<file path="src/rtl/hdlc_rx_arbiter_pkg.sv">
// Shared types and helpers for the HDLC receive-side frame arbiter.
package hdlc_rx_arbiter_pkg;

  typedef enum logic [1:0] {
    ST_IDLE  = 2'd0,
    ST_START = 2'd1,
    ST_XFER  = 2'd2
  } state_e;

  localparam int unsigned MAX_N    = 16;
  localparam int unsigned MAX_CH_W = 4;

  // Round-robin pick over the first n requesters, starting after last; returns {any, idx}.
  function automatic logic [MAX_CH_W:0] next_after(input logic [MAX_N-1:0]    req,
                                                   input logic [MAX_CH_W-1:0] last,
                                                   input int unsigned         n);
    logic [MAX_CH_W:0] res;
    int unsigned       c;
    res = '0;
    for (int unsigned k = 1; k <= n; k++) begin
      c = (32'(last) + k) % n;
      if (!res[MAX_CH_W] && req[c]) res = {1'b1, MAX_CH_W'(c)};
    end
    return res;
  endfunction

endpackage

</file>
<file path="src/rtl/hdlc_rx_arbiter_if.sv">
// Tagged byte stream from the arbiter to the single host/DMA consumer.
interface hdlc_rx_arbiter_if #(
  parameter int unsigned CH_W  = 2,
  parameter int unsigned LEN_W = 16
) ();

  logic [7:0]       out_data;
  logic             out_valid;
  logic             out_ready;
  logic             out_first;
  logic             out_last;
  logic [CH_W-1:0]  out_ch;
  logic [LEN_W-1:0] out_len;

  modport master (
    output out_data, out_valid, out_first, out_last, out_ch, out_len,
    input  out_ready
  );

  modport slave (
    input  out_data, out_valid, out_first, out_last, out_ch, out_len,
    output out_ready
  );

endinterface

</file>
<file path="src/rtl/hdlc_rx_arbiter_rr_pick.sv">
// Combinational round-robin picker: rotate requests past last, priority-encode, rotate back.
module hdlc_rx_arbiter_rr_pick #(
  parameter int unsigned N    = 4,
  parameter int unsigned CH_W = 2
) (
  input  logic [N-1:0]    req,
  input  logic [CH_W-1:0] last,
  output logic            any,
  output logic [CH_W-1:0] idx
);

  int unsigned     base;
  logic [N-1:0]    rot;
  logic [CH_W-1:0] off;

  assign base = (32'(last) + 32'd1) % N;
  // rot[0] is the requester with highest priority (the one right after last).
  assign rot  = N'({req, req} >> base);

  always_comb begin
    off = '0;
    for (int i = int'(N) - 1; i >= 0; i--) begin
      if (rot[i]) off = CH_W'(i);
    end
  end

  assign any = |req;
  assign idx = CH_W'((base + 32'(off)) % N);

endmodule

</file>
<file path="src/rtl/hdlc_rx_arbiter.sv">
// Frame-granular round-robin drain of N HDLC receive FIFOs into one tagged byte stream.
module hdlc_rx_arbiter
  import hdlc_rx_arbiter_pkg::*;
#(
  parameter int unsigned N     = 4,
  parameter int unsigned CH_W  = 2,
  parameter int unsigned LEN_W = 16
) (
  input  logic                clk,
  input  logic                reset,
  input  logic [N-1:0]        enable,
  input  logic [N*8-1:0]      ch_data,
  input  logic [N-1:0]        ch_empty,
  input  logic [N-1:0]        ch_eof,
  output logic [N-1:0]        ch_start,
  output logic [N-1:0]        ch_get,
  hdlc_rx_arbiter_if.master   stream,
  output logic                busy
);

  state_e           state_q;
  logic [CH_W-1:0]  grant_q;
  logic [CH_W-1:0]  last_grant_q;
  logic             first_q;
  logic [LEN_W-1:0] len_q;
  logic [LEN_W-1:0] len_next;

  logic             pick_any;
  logic [CH_W-1:0]  pick_idx;
  logic             head_empty;
  logic             head_eof;
  logic [7:0]       head_data;
  logic             cap;

  hdlc_rx_arbiter_rr_pick #(
    .N    (N),
    .CH_W (CH_W)
  ) u_rr_pick (
    .req  (enable & ~ch_empty),
    .last (last_grant_q),
    .any  (pick_any),
    .idx  (pick_idx)
  );

  assign head_empty = ch_empty[grant_q];
  assign head_eof   = ch_eof[grant_q];
  assign head_data  = ch_data[8*32'(grant_q) +: 8];

  // A byte moves whenever the granted FIFO has one and the output register is free or draining.
  assign cap      = (state_q == ST_XFER) && !head_empty &&
                    (!stream.out_valid || stream.out_ready);
  assign len_next = (len_q == '1) ? len_q : len_q + 1'b1;
  assign ch_get   = cap ? (N'(1) << grant_q) : '0;
  assign busy     = (state_q != ST_IDLE);

  always_ff @(posedge clk) begin
    if (reset) begin
      state_q          <= ST_IDLE;
      grant_q          <= '0;
      last_grant_q     <= CH_W'(N - 1);
      first_q          <= 1'b0;
      len_q            <= '0;
      ch_start         <= '0;
      stream.out_data  <= '0;
      stream.out_valid <= 1'b0;
      stream.out_first <= 1'b0;
      stream.out_last  <= 1'b0;
      stream.out_ch    <= '0;
      stream.out_len   <= '0;
    end else begin
      ch_start <= '0;

      if (cap) begin
        stream.out_data  <= head_data;
        stream.out_valid <= 1'b1;
        stream.out_ch    <= grant_q;
        stream.out_first <= first_q;
        stream.out_last  <= head_eof;
        stream.out_len   <= len_next;
        first_q          <= 1'b0;
        len_q            <= len_next;
      end else if (stream.out_ready) begin
        stream.out_valid <= 1'b0;
      end

      unique case (state_q)
        ST_IDLE: begin
          if (pick_any) begin
            grant_q  <= pick_idx;
            ch_start <= N'(1) << pick_idx;
            state_q  <= ST_START;
          end
        end
        ST_START: begin
          len_q   <= '0;
          first_q <= 1'b1;
          state_q <= ST_XFER;
        end
        ST_XFER: begin
          if (cap && head_eof) begin
            last_grant_q <= grant_q;
            state_q      <= ST_IDLE;
          end
        end
        default: state_q <= ST_IDLE;
      endcase
    end
  end

endmodule
</file>
<file path="src/flat_wrapper.sv">
// flat-port wrapper written by rule: the top's interface ports become plain ports
module hdlc_rx_arbiter_flat import hdlc_rx_arbiter_pkg::*;
#(
  parameter int unsigned N     = 4,
  parameter int unsigned CH_W  = 2,
  parameter int unsigned LEN_W = 16
)
  (clk, reset, enable, ch_data, ch_empty, ch_eof, ch_start, ch_get, busy, stream_out_data, stream_out_valid, stream_out_first, stream_out_last, stream_out_ch, stream_out_len, stream_out_ready);
  hdlc_rx_arbiter_if #(.CH_W(CH_W), .LEN_W(LEN_W)) stream_i ();
  input  logic clk;
  input  logic reset;
  input  logic [N-1:0] enable;
  input  logic [N*8-1:0] ch_data;
  input  logic [N-1:0] ch_empty;
  input  logic [N-1:0] ch_eof;
  output logic [N-1:0] ch_start;
  output logic [N-1:0] ch_get;
  output logic busy;
  output wire logic [$bits(stream_i.out_data)-1:0] stream_out_data;
  output wire logic [$bits(stream_i.out_valid)-1:0] stream_out_valid;
  output wire logic [$bits(stream_i.out_first)-1:0] stream_out_first;
  output wire logic [$bits(stream_i.out_last)-1:0] stream_out_last;
  output wire logic [$bits(stream_i.out_ch)-1:0] stream_out_ch;
  output wire logic [$bits(stream_i.out_len)-1:0] stream_out_len;
  input wire logic [$bits(stream_i.out_ready)-1:0] stream_out_ready;
  assign stream_out_data = stream_i.out_data;
  assign stream_out_valid = stream_i.out_valid;
  assign stream_out_first = stream_i.out_first;
  assign stream_out_last = stream_i.out_last;
  assign stream_out_ch = stream_i.out_ch;
  assign stream_out_len = stream_i.out_len;
  assign stream_i.out_ready = stream_out_ready;
  hdlc_rx_arbiter #(.N(N), .CH_W(CH_W), .LEN_W(LEN_W)) u_core (.clk(clk), .reset(reset), .enable(enable), .ch_data(ch_data), .ch_empty(ch_empty), .ch_eof(ch_eof), .ch_start(ch_start), .ch_get(ch_get), .stream(stream_i), .busy(busy));
endmodule
</file>
<file path="config.mk">
export PLATFORM = sky130hd
export DESIGN_NAME = hdlc_rx_arbiter_flat
export DESIGN_NICKNAME = d
export VERILOG_FILES = /design/src/rtl/hdlc_rx_arbiter_pkg.sv /design/src/rtl/hdlc_rx_arbiter_if.sv /design/src/rtl/hdlc_rx_arbiter_rr_pick.sv /design/src/rtl/hdlc_rx_arbiter.sv /design/src/flat_wrapper.sv
export SDC_FILE = /design/constraint.sdc
export NUM_CORES = 1
export LEC_CHECK = 0
export CORE_UTILIZATION = 30
export CTS_CLUSTER_SIZE = 24
export DETAILED_ROUTE_END_ITERATION = 10
export SLEW_MARGIN = 20
export SYNTH_ARGS = -nofsm -noshare
export SYNTH_HDL_FRONTEND = slang
export SYNTH_SLANG_ARGS = --single-unit
</file>
<file path="constraint.sdc">
create_clock -name clk -period 2.7 [get_ports clk]
set_input_delay 0.405 -clock clk [delete_from_list [all_inputs] [get_ports clk]]
set_output_delay 0.405 -clock clk [all_outputs]
set_load 0.005 [all_outputs]
</file>
# [Word level (Yosys, flattened, before mapping)]
# Index checks and enable logic that the tools add are counted.
# W data, S select, Z words.
[word_totals] regBits=56 out_inout_bits=38
[classes] add_sub_neg=3 order_cmp=1 eq_ne=5 shifts=4 mux=17 n_bitwise=4 n_reduce_logical=16
[op_table] op="$shiftx A32 B6 Y8" n=1
[op_table] op="$add A16 B1 Y16 const B" n=1
[op_table] op="$eq A16 B16 Y1 const B" n=1
[op_table] op="$mux W16" n=1
[op_table] op="$mux W2" n=6
[op_table] op="$shl A1 B2 Y4 const A" n=2
[op_table] op="$shr A8 B2 Y4" n=1
[op_table] op="$mux W1" n=6
[op_table] op="$pmux W2 S3" n=1
[op_table] op="$reduce_and A2 Y1" n=3
[op_table] op="$reduce_bool A2 Y1" n=3
[op_table] op="$and A4 B4 Y4" n=1
[op_table] op="$bmux W1 S2" n=2
[op_table] op="$mux W4" n=1
[op_table] op="$not A4 Y4" n=1
[op_table] op="$reduce_or A4 Y1" n=1
[op_table] op="$logic_and A1 B1 Y1" n=3
[op_table] op="$lt A2 B3 Y1 const B" n=1
[op_table] op="$reduce_or A3 Y1" n=1
[op_table] op="$add A2 B1 Y2 const B" n=1
[op_table] op="$add A2 B2 Y2" n=1
[op_table] op="$eq A2 B1 Y1 const B" n=1
[op_table] op="$eq A2 B2 Y1 const B" n=1
[op_table] op="$logic_not A1 Y1" n=2
[op_table] op="other kinds (6)" n=7

# [Logic depth before layout (Yosys ltp)]
[logic_depth] word_depth=9 ltp_mapped=10

# [Hierarchy]
# A second synthesis with hierarchy kept.
[unflattened] cells_unflattened=360 area_unflattened_um2=3154.3
[modules_own_cells] module="hdlc_rx_arbiter" n_inst=1 cells_each=328 area_each_um2=2947.8
[modules_own_cells] module="hdlc_rx_arbiter_rr_pick" n_inst=1 cells_each=32 area_each_um2=206.4

# [Worst setup path before layout]
# No wires, ideal clock.
[synth_timing] path_type="reg2out" from="register u_core.grant_q[1]" to="output ch_get[1]" t_arrival_ps=1823 required_ps=2295 setup_slack_ps=472 stages_incl_launch_ff=7 path_buffers=3 cell_sequence="dfxtp_1 > buf_6 > mux4_2 > or3_1 > buf_6 > clkbuf_1 > nor3b_1"
[synth_between] elab_chain_len=6 elab_cells_between_ends=7
[synth_rtl] element="start, declared" line_no="hdlc_rx_arbiter.sv:22" rtl="logic [CH_W-1:0] grant_q;"
[synth_rtl] element="start signal, assigned" line_no="hdlc_rx_arbiter.sv:89" rtl="grant_q <= pick_idx;"
[synth_rtl] element="$bmux W1 S2" line_no="hdlc_rx_arbiter.sv:45" rtl="assign head_empty = ch_empty[grant_q];"
[synth_rtl] element="$mux W1 (not written as such)" line_no="hdlc_rx_arbiter.sv:45"
[synth_rtl] element="$logic_not A1 Y1" line_no="hdlc_rx_arbiter.sv:50" rtl="assign cap = (state_q == ST_XFER) && !head_empty &&"
[synth_rtl] element="$logic_and A1 B1 Y1 (2 in a row)" line_no="hdlc_rx_arbiter.sv:50"
[synth_rtl] element="$mux W4 *" line_no="hdlc_rx_arbiter.sv:53" rtl="assign ch_get = cap ? (N'(1) << grant_q) : '0;"
[synth_rtl] element="end, declared" line_no="flat_wrapper.sv:17" rtl="output logic [N-1:0] ch_get;"
# Every way passes the cells marked *; elsewhere a longest branch is shown, timed or not. The select of a mux whose other input is x is not followed.

# [Worst setup path in the final report]
[layout_timing] from="input ch_empty[3]" to="output ch_get[1]"
[layout_between] elab_chain_len=6
[layout_rtl] element="start, declared" line_no="flat_wrapper.sv:14" rtl="input logic [N-1:0] ch_empty;"
[layout_rtl] element="$bmux W1 S2" line_no="hdlc_rx_arbiter.sv:45"
[layout_rtl] element="$mux W1 (not written as such)" line_no="hdlc_rx_arbiter.sv:45"
[layout_rtl] element="$logic_not A1 Y1" line_no="hdlc_rx_arbiter.sv:50"
[layout_rtl] element="$logic_and A1 B1 Y1 (2 in a row)" line_no="hdlc_rx_arbiter.sv:50"
[layout_rtl] element="$mux W4" line_no="hdlc_rx_arbiter.sv:53"
# No other way between the ends. The select of a mux whose other input is x is not followed.

==> run metrics <==
count of input and output buffers 84; final worst setup slack 111.6 ps; peak supply drop 0.0001998 V; Rel. slew slack 56.71%; CTS Buf Count 5; ys flop type dfxtp_1; row count 35; TritonCTS clock tree done; Detail Route Antenna Nets 0; root buf cell clkbuf_8; vias in the first global route 2862; layout cell share with drive strength beyond 1 10.51%; clk_skew 8.479 ps; H-tree levels 2; Max Fclk 386.3 MHz; drt via density 5.093; Multi-input gate area 0.001687 mm2; die area 0.01016 mm2; grt ovf 0; CP startpoint kind input pin; Seq cells post-synth 56; Hold WC Path Type flop to flop; Mapped Cells 344; Slew Limit Fails 0; post-place instance area 0.003929 mm2; WHS 456.1 ps; Leak Pwr 0.001398 uW; initial antenna violation count 0; Setup crit end kind output port; DR vias 2837; Worst Path Arrival 2180 ps; minimum clock period 2588 ps; Placer Congestion 0.8519; diodes inserted 0; Seq/Total Area, Yosys 38.27%; DR pass1 iterations 4; Placement Setup Slack -218.6 ps; Mapped Avg Cell Area 8.515 um2; Power Density 451.4 mW/mm2; Fin. Hold Viols 0; critical path fanouts, max 4; Die Span X 100.8 um; Layout area overhead 39.30%; Clock Path Buffers 2; Clk pin slew, worst setup/hold paths 100 ps; I/O Pins 85; status completed; hold path cells 2; Async S/R FF share, synth 0%; fin area 0.004080 mm2; worst endpoint required time 2300 ps; Fillers 949; Core Box Area 0.009328 mm2; Remaining DRCs 0; first-pass GRT wire length 13390 um; Initial Util 31.40%; Nets 476; Post-synth EDFFs 0; largest net degree at the start of global routing 37; Die Ht 100.8 um; Routed WL per cell 14.16 um; commonest non-fill, non-tap cell in the layout clkdlybuf4s50_1; fin crit share 95.87%; Yosys warnings 0; Max Cap Viol 0; register area 0.001121 mm2; worst skew pair latency 320 ps; synth unique cells 49; DP Wirelength 5824 um; Design Power 1842 uW; WL final 7887 um; clock sinks 56; Synth Cell Area 0.002929 mm2; Setup CP Type input pin to output port; Worst-Margin Slew 644.5 ps; commonest non-fill, non-tap cells in the layout clkdlybuf4s50_1 (80), dfxtp_1 (56), nand2_1 (45); GR Util All Layers 16.49%; syn_nets 393; Initial DRC Count 144; final setup fails 0; reg2reg path depth 8; Util after Layout 43.74%; RSZ-0062 raised after global routing false
[worst max-delay path, stage by stage]
cell and delay (ps):
clkdlybuf4s50_1 440, mux4_2 500, or3_4 380, nor3b_1 180
dlygate4sd2_1 280
[cell type report]
cell class                      count  share of cell area [%]
Clock buffer                        6                   2.024
Clock inverter                      2                  0.9506
Inverter                            4                  0.3680
Multi-Input combinational cell    258                   41.34
Sequential cell                    56                   27.48
Tap cell                          129                   3.956
Timing Repair Buffer              102                   23.89
[registers in the layout, indices dropped and copies added (netlist names)]
signal / flops
u_core.stream.out_last: 1
u_core.stream.out_len: 16
u_core.stream.out_data: 8
u_core.len_q: 16
u_core.ch_start: 4
u_core.stream.out_first: 1
u_core.last_grant_q: 2
u_core.grant_q: 2
u_core.first_q: 1
u_core.state_q: 2
u_core.stream.out_ch: 2
u_core.stream.out_valid: 1
[synthesized netlist by cell type, types with 3 or more instances]
master | instances | area share [%]
xor2_1 | 7 | 2.1
nor4_1 | 4 | 0.85
clkbuf_1 | 16 | 2.1
and4_1 | 3 | 0.90
nor3_2 | 3 | 1.0
nand2b_1 | 6 | 1.3
xnor2_1 | 8 | 2.4
inv_1 | 4 | 0.51
a311oi_1 | 3 | 0.90
or3_1 | 3 | 0.64
a21oi_1 | 27 | 4.6
buf_6 | 3 | 1.2
o21ai_0 | 10 | 1.7
and3_1 | 9 | 1.9
nand4_1 | 4 | 0.85
o211ai_1 | 11 | 2.8
nor2_1 | 39 | 5.0
nor3_1 | 12 | 2.1
buf_2 | 7 | 1.2
nor2b_1 | 4 | 0.85
nand3_1 | 12 | 2.1
mux4_2 | 10 | 7.7
a211oi_1 | 8 | 2.1
nand2_1 | 45 | 5.8
dfxtp_1 | 56 | 38
[cells by family (layout without fill, tap and decap cells)]
kind of cell / after synthesis / after routing / share of synthesized area (%)
simple gates: 154 / 154 / 26.48
buf+inv: 30 / 114 / 4.912
compound gates: 75 / 75 / 16.62
fa+ha+maj: 2 / 2 / 0.8542
xor+xnor: 15 / 15 / 4.485
mux: 12 / 12 / 8.373
flops: 56 / 56 / 38.27
[per-stage QoR]
stage | cells | TNS [ps]
floorplan | 344 | 0
global placement | 547 | -623.8
detailed placement | 547 | -604.0
CTS | 557 | -99.63
global route | 557 | 0
finish | 557 | 0
[worst paths after layout]
check | endpoint | from | slack, ps
worst max-delay path | ch_get[1] | ch_empty[3] | 110
worst min-delay path | u_core.stream.out_len[4]$_SDFFE_PP0P_ | u_core.stream.out_len[4]$_SDFFE_PP0P_ | 460
worst max register to register | u_core.len_q[7]$_SDFFE_PP0P_ | u_core.grant_q[1]$_SDFFE_PP0N_ | 490
worst min register to register | u_core.stream.out_len[4]$_SDFFE_PP0P_ | u_core.stream.out_len[4]$_SDFFE_PP0P_ | 460
[report_power, final]
group,switching [uW],total (uW),internal (uW)
clock,287,591,304
sequential,21.7,881,859
combinational,161,370,209
[routing by layer]
layer,GRT usage [%],wire length [um],vias up
met1,20.73,3636,1351
li1,-,-,1406
met3,3.121,296,15
met2,28.08,3796,65
met5,0,0,-
met4,6.020,158,0
[what timing repair did]
item / in CTS / in global routing
buffers inserted: 2 / 0
hold buffers: 0 / 0
resized for setup: 6 / 1
setup endpoints to repair: 4 / 1
Note: power is estimated with default switching activity, not from simulation.
